$ cat src/rtl/lsu_pkg.sv
// Shared definitions for the load/store unit.
//   SZ_BYTE/SZ_HALF/SZ_WORD : op_size encodings (2'b11 is reserved and treated as word)
//   lsuStateT               : access state machine encoding
//   opCtrlT                 : access attributes captured when an op is accepted
//   be_for()                : byte enables for a size and low address bits
//   replicateLanes()        : spreads right-justified store data across the byte lanes
//   isMisaligned()          : alignment test used when LSU_MISALIGN_TRAP_EN is defined
// Byte lanes are big-endian: byte 0 of a word is bits 31:24 and maps to be[3].
package lsu_pkg;

  localparam logic [1:0] SZ_BYTE = 2'b00;
  localparam logic [1:0] SZ_HALF = 2'b01;
  localparam logic [1:0] SZ_WORD = 2'b10;

  typedef enum logic [1:0] {
    IDLE = 2'd0,
    REQ  = 2'd1,
    WAIT = 2'd2,
    DONE = 2'd3
  } lsuStateT;

  typedef struct packed {
    logic       isStore;
    logic [1:0] size;
    logic       isUnsigned;
    logic [1:0] lane;
  } opCtrlT;

  function automatic logic [3:0] be_for(input logic [1:0] size, input logic [1:0] lane);
    case (size)
      SZ_BYTE: be_for = 4'b1000 >> lane;
      // Half accesses are selected by lane[1] only; lane[0] never moves the enables.
      SZ_HALF: be_for = lane[1] ? 4'b0011 : 4'b1100;
      default: be_for = 4'b1111;
    endcase
  endfunction

  function automatic logic [31:0] replicateLanes(input logic [1:0] size, input logic [31:0] data);
    case (size)
      SZ_BYTE: replicateLanes = {4{data[7:0]}};
      SZ_HALF: replicateLanes = {2{data[15:0]}};
      default: replicateLanes = data;
    endcase
  endfunction

  function automatic logic isMisaligned(input logic [1:0] size, input logic [1:0] lane);
    case (size)
      SZ_BYTE: isMisaligned = 1'b0;
      SZ_HALF: isMisaligned = lane[0];
      default: isMisaligned = (lane != 2'b00);
    endcase
  endfunction

endpackage

$ cat src/rtl/load_store_unit_if.sv
// Data-memory bus between the load/store unit (master) and data memory (slave).
//   mem_req    : request, held until mem_gnt
//   mem_we     : write enable, stable while mem_req is high
//   mem_addr   : word address, bits 1:0 always zero
//   mem_be     : byte enables, be[3] = bits 31:24
//   mem_wdata  : store data replicated into the target lanes
//   mem_gnt    : request accepted this cycle
//   mem_rvalid : load data valid this cycle
//   mem_rdata  : load data
interface load_store_unit_if;

  logic        mem_req;
  logic        mem_we;
  logic [31:0] mem_addr;
  logic [3:0]  mem_be;
  logic [31:0] mem_wdata;
  logic        mem_gnt;
  logic        mem_rvalid;
  logic [31:0] mem_rdata;

  modport master (
    output mem_req, mem_we, mem_addr, mem_be, mem_wdata,
    input  mem_gnt, mem_rvalid, mem_rdata
  );

  modport slave (
    input  mem_req, mem_we, mem_addr, mem_be, mem_wdata,
    output mem_gnt, mem_rvalid, mem_rdata
  );

endinterface

$ cat src/rtl/lsu_load_align.sv
// Combinational load data alignment: picks the addressed byte or halfword out of
// the returned memory word and sign- or zero-extends it to 32 bits.
//   size       in  2   access size (SZ_BYTE/SZ_HALF, anything else = word)
//   lane       in  2   low address bits of the access
//   isUnsigned in  1   1 = zero-extend, 0 = sign-extend
//   wordIn     in  32  word as returned by memory
//   dataOut    out 32  aligned, extended result
module lsu_load_align
  import lsu_pkg::*;
(
  input  logic [1:0]  size,
  input  logic [1:0]  lane,
  input  logic        isUnsigned,
  input  logic [31:0] wordIn,
  output logic [31:0] dataOut
);

  logic [7:0]  byteVal;
  logic [15:0] halfVal;

  // NOTE: every output of a combinational block gets a default before any branch,
  // so no path leaves a value unassigned and no latch is inferred.
  always_comb begin
    byteVal = wordIn[31:24];
    case (lane)
      2'd0: byteVal = wordIn[31:24];
      2'd1: byteVal = wordIn[23:16];
      2'd2: byteVal = wordIn[15:8];
      2'd3: byteVal = wordIn[7:0];
      default: byteVal = wordIn[31:24];
    endcase

    halfVal = lane[1] ? wordIn[15:0] : wordIn[31:16];

    dataOut = wordIn;
    case (size)
      SZ_BYTE: dataOut = isUnsigned ? {24'h0, byteVal} : {{24{byteVal[7]}}, byteVal};
      SZ_HALF: dataOut = isUnsigned ? {16'h0, halfVal} : {{16{halfVal[15]}}, halfVal};
      default: dataOut = wordIn;
    endcase
  end

endmodule

$ cat src/rtl/load_store_unit.sv
// Memory stage after the ALU. Uses the ALU result as effective address and busB as
// store data, runs a req/gnt/rvalid access on the data memory bus and returns
// aligned, extended load data. Holds the single-cycle core in stall while an
// access is outstanding; non-memory instructions pass without stalling.
//
// Parameters
//   TIMEOUT_CYCLES  cycles allowed in REQ+WAIT before the access is abandoned
//                   with bus_err (1..65535)
// Build option
//   LSU_MISALIGN_TRAP_EN  when defined, a misaligned half/word access issues no
//                         request and completes at once with bus_err=1.
//                         When undefined, low address bits are ignored for
//                         alignment and no access ever errors on alignment.
// Ports
//   clk, rst_n    clock (rising edge), asynchronous active-low reset
//   op_valid      current instruction is a memory op, held while stall=1
//   op_store      1 = store, 0 = load
//   op_size       00 byte, 01 half, 10 word, 11 treated as word
//   op_unsigned   loads: 1 = zero-extend, 0 = sign-extend
//   addr          effective address
//   wdata         right-justified store data
//   stall         freeze PC / register file write
//   done          one-cycle pulse, rdata and bus_err valid
//   rdata         extended load result
//   bus_err       timeout (or misalignment trap) indication, valid with done
//   mem           data memory bus, master side
module load_store_unit
  import lsu_pkg::*;
#(
  parameter int unsigned TIMEOUT_CYCLES = 255
) (
  input  logic        clk,
  input  logic        rst_n,
  input  logic        op_valid,
  input  logic        op_store,
  input  logic [1:0]  op_size,
  input  logic        op_unsigned,
  input  logic [31:0] addr,
  input  logic [31:0] wdata,
  output logic        stall,
  output logic        done,
  output logic [31:0] rdata,
  output logic        bus_err,
  load_store_unit_if.master mem
);

  // Value of the cycle counter during the last REQ/WAIT cycle an access may use.
  localparam logic [15:0] LAST_CNT = 16'(TIMEOUT_CYCLES - 1);

  lsuStateT    state;
  lsuStateT    nextState;
  opCtrlT      opReg;
  logic [15:0] cycleCnt;
  logic [31:0] rdataReg;
  logic [31:0] addrReg;
  logic [31:0] wdataReg;
  logic [3:0]  beReg;
  logic        errReg;
  logic [31:0] alignedData;

  logic accept;
  logic misalignTrap;
  logic captureData;
  logic timedOut;
  logic reqActive;
  logic lastCycle;

`ifdef LSU_MISALIGN_TRAP_EN
  assign misalignTrap = isMisaligned(op_size, addr[1:0]);
`else
  assign misalignTrap = 1'b0;
`endif

  assign lastCycle = (cycleCnt == LAST_CNT);

  lsu_load_align u_load_align (
    .size      (opReg.size),
    .lane      (opReg.lane),
    .isUnsigned(opReg.isUnsigned),
    .wordIn    (mem.mem_rdata),
    .dataOut   (alignedData)
  );

  // Next-state and control decode. A successful completion in the final allowed
  // cycle wins over the timeout; a load granted in that cycle without data cannot
  // finish in time and is abandoned.
  always_comb begin
    nextState   = state;
    stall       = 1'b0;
    done        = 1'b0;
    reqActive   = 1'b0;
    accept      = 1'b0;
    captureData = 1'b0;
    timedOut    = 1'b0;

    case (state)
      IDLE: begin
        stall = op_valid;
        if (op_valid) begin
          accept    = 1'b1;
          nextState = misalignTrap ? DONE : REQ;
        end
      end

      REQ: begin
        stall     = 1'b1;
        reqActive = 1'b1;
        if (mem.mem_gnt && opReg.isStore) begin
          nextState = DONE;
        end else if (mem.mem_gnt && mem.mem_rvalid) begin
          captureData = 1'b1;
          nextState   = DONE;
        end else if (lastCycle) begin
          timedOut  = 1'b1;
          nextState = DONE;
        end else if (mem.mem_gnt) begin
          nextState = WAIT;
        end
      end

      WAIT: begin
        stall = 1'b1;
        if (mem.mem_rvalid) begin
          captureData = 1'b1;
          nextState   = DONE;
        end else if (lastCycle) begin
          timedOut  = 1'b1;
          nextState = DONE;
        end
      end

      // op_valid is still high here because the core only advances on this
      // edge; returning to IDLE unconditionally keeps it from being re-issued.
      DONE: begin
        done      = 1'b1;
        nextState = IDLE;
      end

      default: nextState = IDLE;
    endcase
  end

  // NOTE: sequential state uses non-blocking assignments so every register
  // samples the pre-edge values regardless of statement order.
  // NOTE: all registers here are control/datapath flops (no memory arrays), so
  // each one is cleared by the asynchronous reset.
  always_ff @(posedge clk or negedge rst_n) begin
    if (!rst_n) begin
      state    <= IDLE;
      opReg    <= '0;
      cycleCnt <= '0;
      rdataReg <= '0;
      errReg   <= 1'b0;
      addrReg  <= '0;
      beReg    <= '0;
      wdataReg <= '0;
    end else begin
      state <= nextState;

      if (accept) begin
        opReg.isStore    <= op_store;
        opReg.size       <= op_size;
        opReg.isUnsigned <= op_unsigned;
        opReg.lane       <= addr[1:0];
        addrReg          <= {addr[31:2], 2'b00};
        beReg            <= be_for(op_size, addr[1:0]);
        wdataReg         <= replicateLanes(op_size, wdata);
        cycleCnt         <= '0;
        rdataReg         <= '0;
        errReg           <= misalignTrap;
      end else if (state == REQ || state == WAIT) begin
        cycleCnt <= cycleCnt + 16'd1;
      end

      if (captureData) begin
        rdataReg <= alignedData;
      end

      if (timedOut) begin
        rdataReg <= '0;
        errReg   <= 1'b1;
      end
    end
  end

  assign mem.mem_req   = reqActive;
  assign mem.mem_we    = reqActive & opReg.isStore;
  assign mem.mem_addr  = addrReg;
  assign mem.mem_be    = beReg;
  assign mem.mem_wdata = wdataReg;

  assign rdata   = rdataReg;
  assign bus_err = errReg;

endmodule

$ cat src/flat_wrapper.sv
// flat-port wrapper written by rule: the top's interface ports become plain ports
module load_store_unit_flat import lsu_pkg::*;
#(
  parameter int unsigned TIMEOUT_CYCLES = 255
)
  (clk, rst_n, op_valid, op_store, op_size, op_unsigned, addr, wdata, stall, done, rdata, bus_err, mem_mem_req, mem_mem_we, mem_mem_addr, mem_mem_be, mem_mem_wdata, mem_mem_gnt, mem_mem_rvalid, mem_mem_rdata);
  load_store_unit_if mem_i ();
  input  logic clk;
  input  logic rst_n;
  input  logic op_valid;
  input  logic op_store;
  input  logic [1:0] op_size;
  input  logic op_unsigned;
  input  logic [31:0] addr;
  input  logic [31:0] wdata;
  output logic stall;
  output logic done;
  output logic [31:0] rdata;
  output logic bus_err;
  output wire logic [$bits(mem_i.mem_req)-1:0] mem_mem_req;
  output wire logic [$bits(mem_i.mem_we)-1:0] mem_mem_we;
  output wire logic [$bits(mem_i.mem_addr)-1:0] mem_mem_addr;
  output wire logic [$bits(mem_i.mem_be)-1:0] mem_mem_be;
  output wire logic [$bits(mem_i.mem_wdata)-1:0] mem_mem_wdata;
  input wire logic [$bits(mem_i.mem_gnt)-1:0] mem_mem_gnt;
  input wire logic [$bits(mem_i.mem_rvalid)-1:0] mem_mem_rvalid;
  input wire logic [$bits(mem_i.mem_rdata)-1:0] mem_mem_rdata;
  assign mem_mem_req = mem_i.mem_req;
  assign mem_mem_we = mem_i.mem_we;
  assign mem_mem_addr = mem_i.mem_addr;
  assign mem_mem_be = mem_i.mem_be;
  assign mem_mem_wdata = mem_i.mem_wdata;
  assign mem_i.mem_gnt = mem_mem_gnt;
  assign mem_i.mem_rvalid = mem_mem_rvalid;
  assign mem_i.mem_rdata = mem_mem_rdata;
  load_store_unit #(.TIMEOUT_CYCLES(TIMEOUT_CYCLES)) u_core (.clk(clk), .rst_n(rst_n), .op_valid(op_valid), .op_store(op_store), .op_size(op_size), .op_unsigned(op_unsigned), .addr(addr), .wdata(wdata), .stall(stall), .done(done), .rdata(rdata), .bus_err(bus_err), .mem(mem_i));
endmodule
$ cat config.mk
export PLATFORM = sky130hd
export DESIGN_NAME = load_store_unit_flat
export DESIGN_NICKNAME = d
export VERILOG_FILES = /design/src/rtl/lsu_pkg.sv /design/src/rtl/load_store_unit_if.sv /design/src/rtl/lsu_load_align.sv /design/src/rtl/load_store_unit.sv /design/src/flat_wrapper.sv
export SDC_FILE = /design/constraint.sdc
export NUM_CORES = 1
export LEC_CHECK = 0
export BUFFER_PORTS_ARGS = -buffer_cell sky130_fd_sc_hd__buf_2
export CAP_MARGIN = 10
export CORE_MARGIN = 2
export CORE_UTILIZATION = 49
export CTS_CLUSTER_DIAMETER = 150
export CTS_CLUSTER_SIZE = 25
export DETAILED_ROUTE_END_ITERATION = 6
export GPL_ROUTABILITY_DRIVEN = 0
export PLACE_DENSITY_LB_ADDON = 0.08
export SYNTH_ARGS = -nofsm -noshare
export SYNTH_HDL_FRONTEND = slang
export SYNTH_SLANG_ARGS = --single-unit
$ cat constraint.sdc
create_clock -name clk -period 2.35 [get_ports clk]
set_input_delay 0.1175 -clock clk [delete_from_list [all_inputs] [get_ports clk]]
set_output_delay 0.1175 -clock clk [all_outputs]
set_load 0.01 [all_outputs]
==> impl_metrics.tcl <==
set metrics [dict create \
    grt_usage_pct 26.9 \
    clkTransAtPathRegs_ns 0.06 \
    drive_gt1_share_pct 29.8 \
    grt_pass1_wl_um 27900 \
    antenna_found_initial 0 \
    final_common_cell "buf_2" \
    cts.sinks 123 \
    final_cell_mix "buf_2 (206), nand2_1 (159), dfrtp_1 (123)" \
    synth_cell_type_count 55 \
    p_per_area_mw_per_mm2 1230 \
    crit_end "u_core.rdata[16]" \
    outcome "completed" \
    dieArea_mm2 0.0134 \
    place_hpwl_um 12000 \
    drt-initial-drc-count 466 \
    whs_path_depth 3 \
    synthSimpleGateAreaFrac_pct 18.7 \
    coreArea_mm2 0.0121 \
    ant_nets 0 \
    yosysSeqAreaShare_pct 50.2 \
    crit_fanout 17 \
    vias 5770 \
    grt_max_degree 47 \
    die_y_um 116 \
    grt_overflow_total 0 \
    syn2layout_area_growth_pct 39.7 \
    synth_adder_area_share_pct 1.43 \
    min_period_ns 2.17 \
    yosysTopAreaCellShare_pct 50.2 \
    cts_buffers 17 \
    relSlewSlack_pct 58.8 \
    regToRegStartpoint "u_core.state[0]" \
    async_flop_share_pct 100 \
    drtPass1Iterations 6 \
    finalSetupTns_ns 0 \
    setup_viol 0 \
    grt_pass1_vias 5645 \
    reg2reg_slack_ns 0.18 \
    yosysWarnings 0 \
    htree_levels 4 \
    fin_skew_ns 0.00803 \
    worstReg2RegEnd "u_core.rdata[16]" \
    synth-edff-count 0 \
    finalHoldViolCount 0 \
    yosys-mux-area-fraction_pct 7.37 \
    synth_largest_area_cell "dfrtp_1" \
    synth_top_family_by_area "simple AND/OR/NAND/NOR gates" \
    reg2reg_depth 7 \
    finalCritPeriodShare_pct 92.4 \
    ioPinCount 210 \
    die_x_um 116 \
    leakage_nw 4.33 \
    synth_compound_area_share_pct 14.7 \
    start_util_pct 50.6 \
    cp.arrival_ns 2.47 \
    nNetsFinal 1025 \
    wl_per_cell_um 16.3 \
    routed_wl_um 17800 \
    cts_tree "yes" \
    fmax_mhz 461 \
    synth_flop_cell "dfrtp_1" \
    netlist_area_mm2 0.00613 \
    drc_errors 0 \
    num_rows 40 \
    startpoint "u_core.state[0]" \
    worst_pin_slew_ns 0.618 \
    fin_ws_ns 0.179 \
    vdd_drop_max_mv 0.905 \
    synthXorXnorAreaFrac_pct 1.57 \
    ys_seq_elements 123 \
    crit_type "flop to flop" \
    hp-class "input pin to flop" \
    maxCapViolCount 0 \
    final_max_slew_viol_count 0 \
    avgViaCountPerCell 5.27 \
    pre_cts_slack_ns 0.117 \
    clk_latency_ns 0.42 \
    crit_required_ns 2.65 \
    synthTopCellsByArea "dfrtp_1 (50%), nand2_1 (9.8%), mux2i_1 (4.2%), o21ai_0 (3.6%), mux4_2 (2.9%)" \
    clockBufferDepth 2 \
    cp-start-kind "flop" \
    rsz0062_at_grt "false" \
    cts-root-buf "clkbuf_16" \
    cts_resized 0 \
    io_buffers 207 \
    crit_path_end_kind "flop" \
    fillers 951 \
    syn_inst 657 \
    avgSynthCellArea_um2 9.33 \
]
critical path, cell delays in order, from the launching register on:
cell	delay, ns
dfrtp_1	0.42
inv_1	0.11
ha_1	0.50
nand2_1	0.13
o21ba_2	0.30
o21ai_4	0.09
buf_12	0.17
o32ai_1	0.32
sequential cells by signal (all words and copies together), names as in the netlist:
register	cells
u_core.mem.mem_wdata	32
u_core.rdata	32
u_core.mem.mem_addr	30
u_core.cycleCnt	16
u_core.opReg	6
u_core.mem.mem_be	4
u_core.state	2
u_core.bus_err	1
how the worst min path moves through the flow:
stage | from | endpoint | slack (ns)
4_1_cts | mem_mem_rdata[18] | u_core.rdata[18] | 0.0007
5_1_grt | wdata[12] | u_core.mem.mem_wdata[12] | 0.01
2_1_floorplan | rst_n | u_core.bus_err | -0.18
3_3_place_gp | rst_n | u_core.rdata[27] | 0.16
6_report | wdata[11] | u_core.mem.mem_wdata[11] | 0.02
3_5_place_dp | rst_n | u_core.rdata[21] | 0.17
through the flow:
step	hold slack (ns)	utilization [%]	cells	total power (W)	cell area (µm²)
6_report	0.0209	70.7	1095	0.0105	8560
4_1_cts	0.000670	70.5	1093	0.0105	8540
3_3_place_gp	0.159	60.7	1003	0.00756	7350
3_5_place_dp	0.171	60.7	1003	0.00771	7350
5_1_grt	0.0120	70.7	1094	0.0112	8560
2_1_floorplan	-0.178	-	658	0.00612	6140
kinds of logic (layout without fill, tap and decap cells):
logic type,after synthesis,after routing
XOR/XNOR,11,11
multiplexers,35,35
adder cells (fa/ha/maj),7,7
other,1,3
AND/OR/NAND/NOR,260,260
AO/OA/AOI/OAI,132,132
flip-flops,123,123
buffers and inverters,88,356
Yosys cell counts (7+ instances only):
cell type,number
a21oi_1,12
buf_2,9
clkbuf_1,24
dfrtp_1,123
ha_1,7
inv_1,44
mux2i_1,26
mux4_2,8
nand2_1,160
nor2_1,48
nor2b_1,9
nor3_1,12
o21ai_0,44
o221ai_1,7
o22ai_1,23
o2bb2ai_1,8
o32ai_1,17
xnor2_1,7
power by group:
| part | internal [W] | total, W | switching, W |
|---|---|---|---|
| clock | 0.00170 | 0.00268 | 0.000980 |
| combinational | 0.00183 | 0.00430 | 0.00247 |
| sequential | 0.00294 | 0.00353 | 0.000590 |
repair_timing:
action,in CTS,in global routing
setup endpoints to repair,0,9
hold buffers,58,0
setup buffers,0,1
endpoints found under the hold margin,102,0
metal layers:
metal / wire (µm) / global-route usage, %
met5: 0 / 0
met4: 521 / 11.7
met3: 1110 / 6.69
met2: 8760 / 43.2
met1: 7450 / 34.8
area by class of cell:
cell class,count,area (µm²),area share [%]
clock inverters,13,165,1.93
flip-flops and latches,123,3080,35.9
inverters,45,169,1.97
diodes,1,2.50,0.0292
multi-input cells,447,2700,31.5
well taps,168,210,2.45
repair buffers,279,1800,21.0
clock buffers,19,443,5.17
Note: power is estimated with default switching activity, not from simulation.
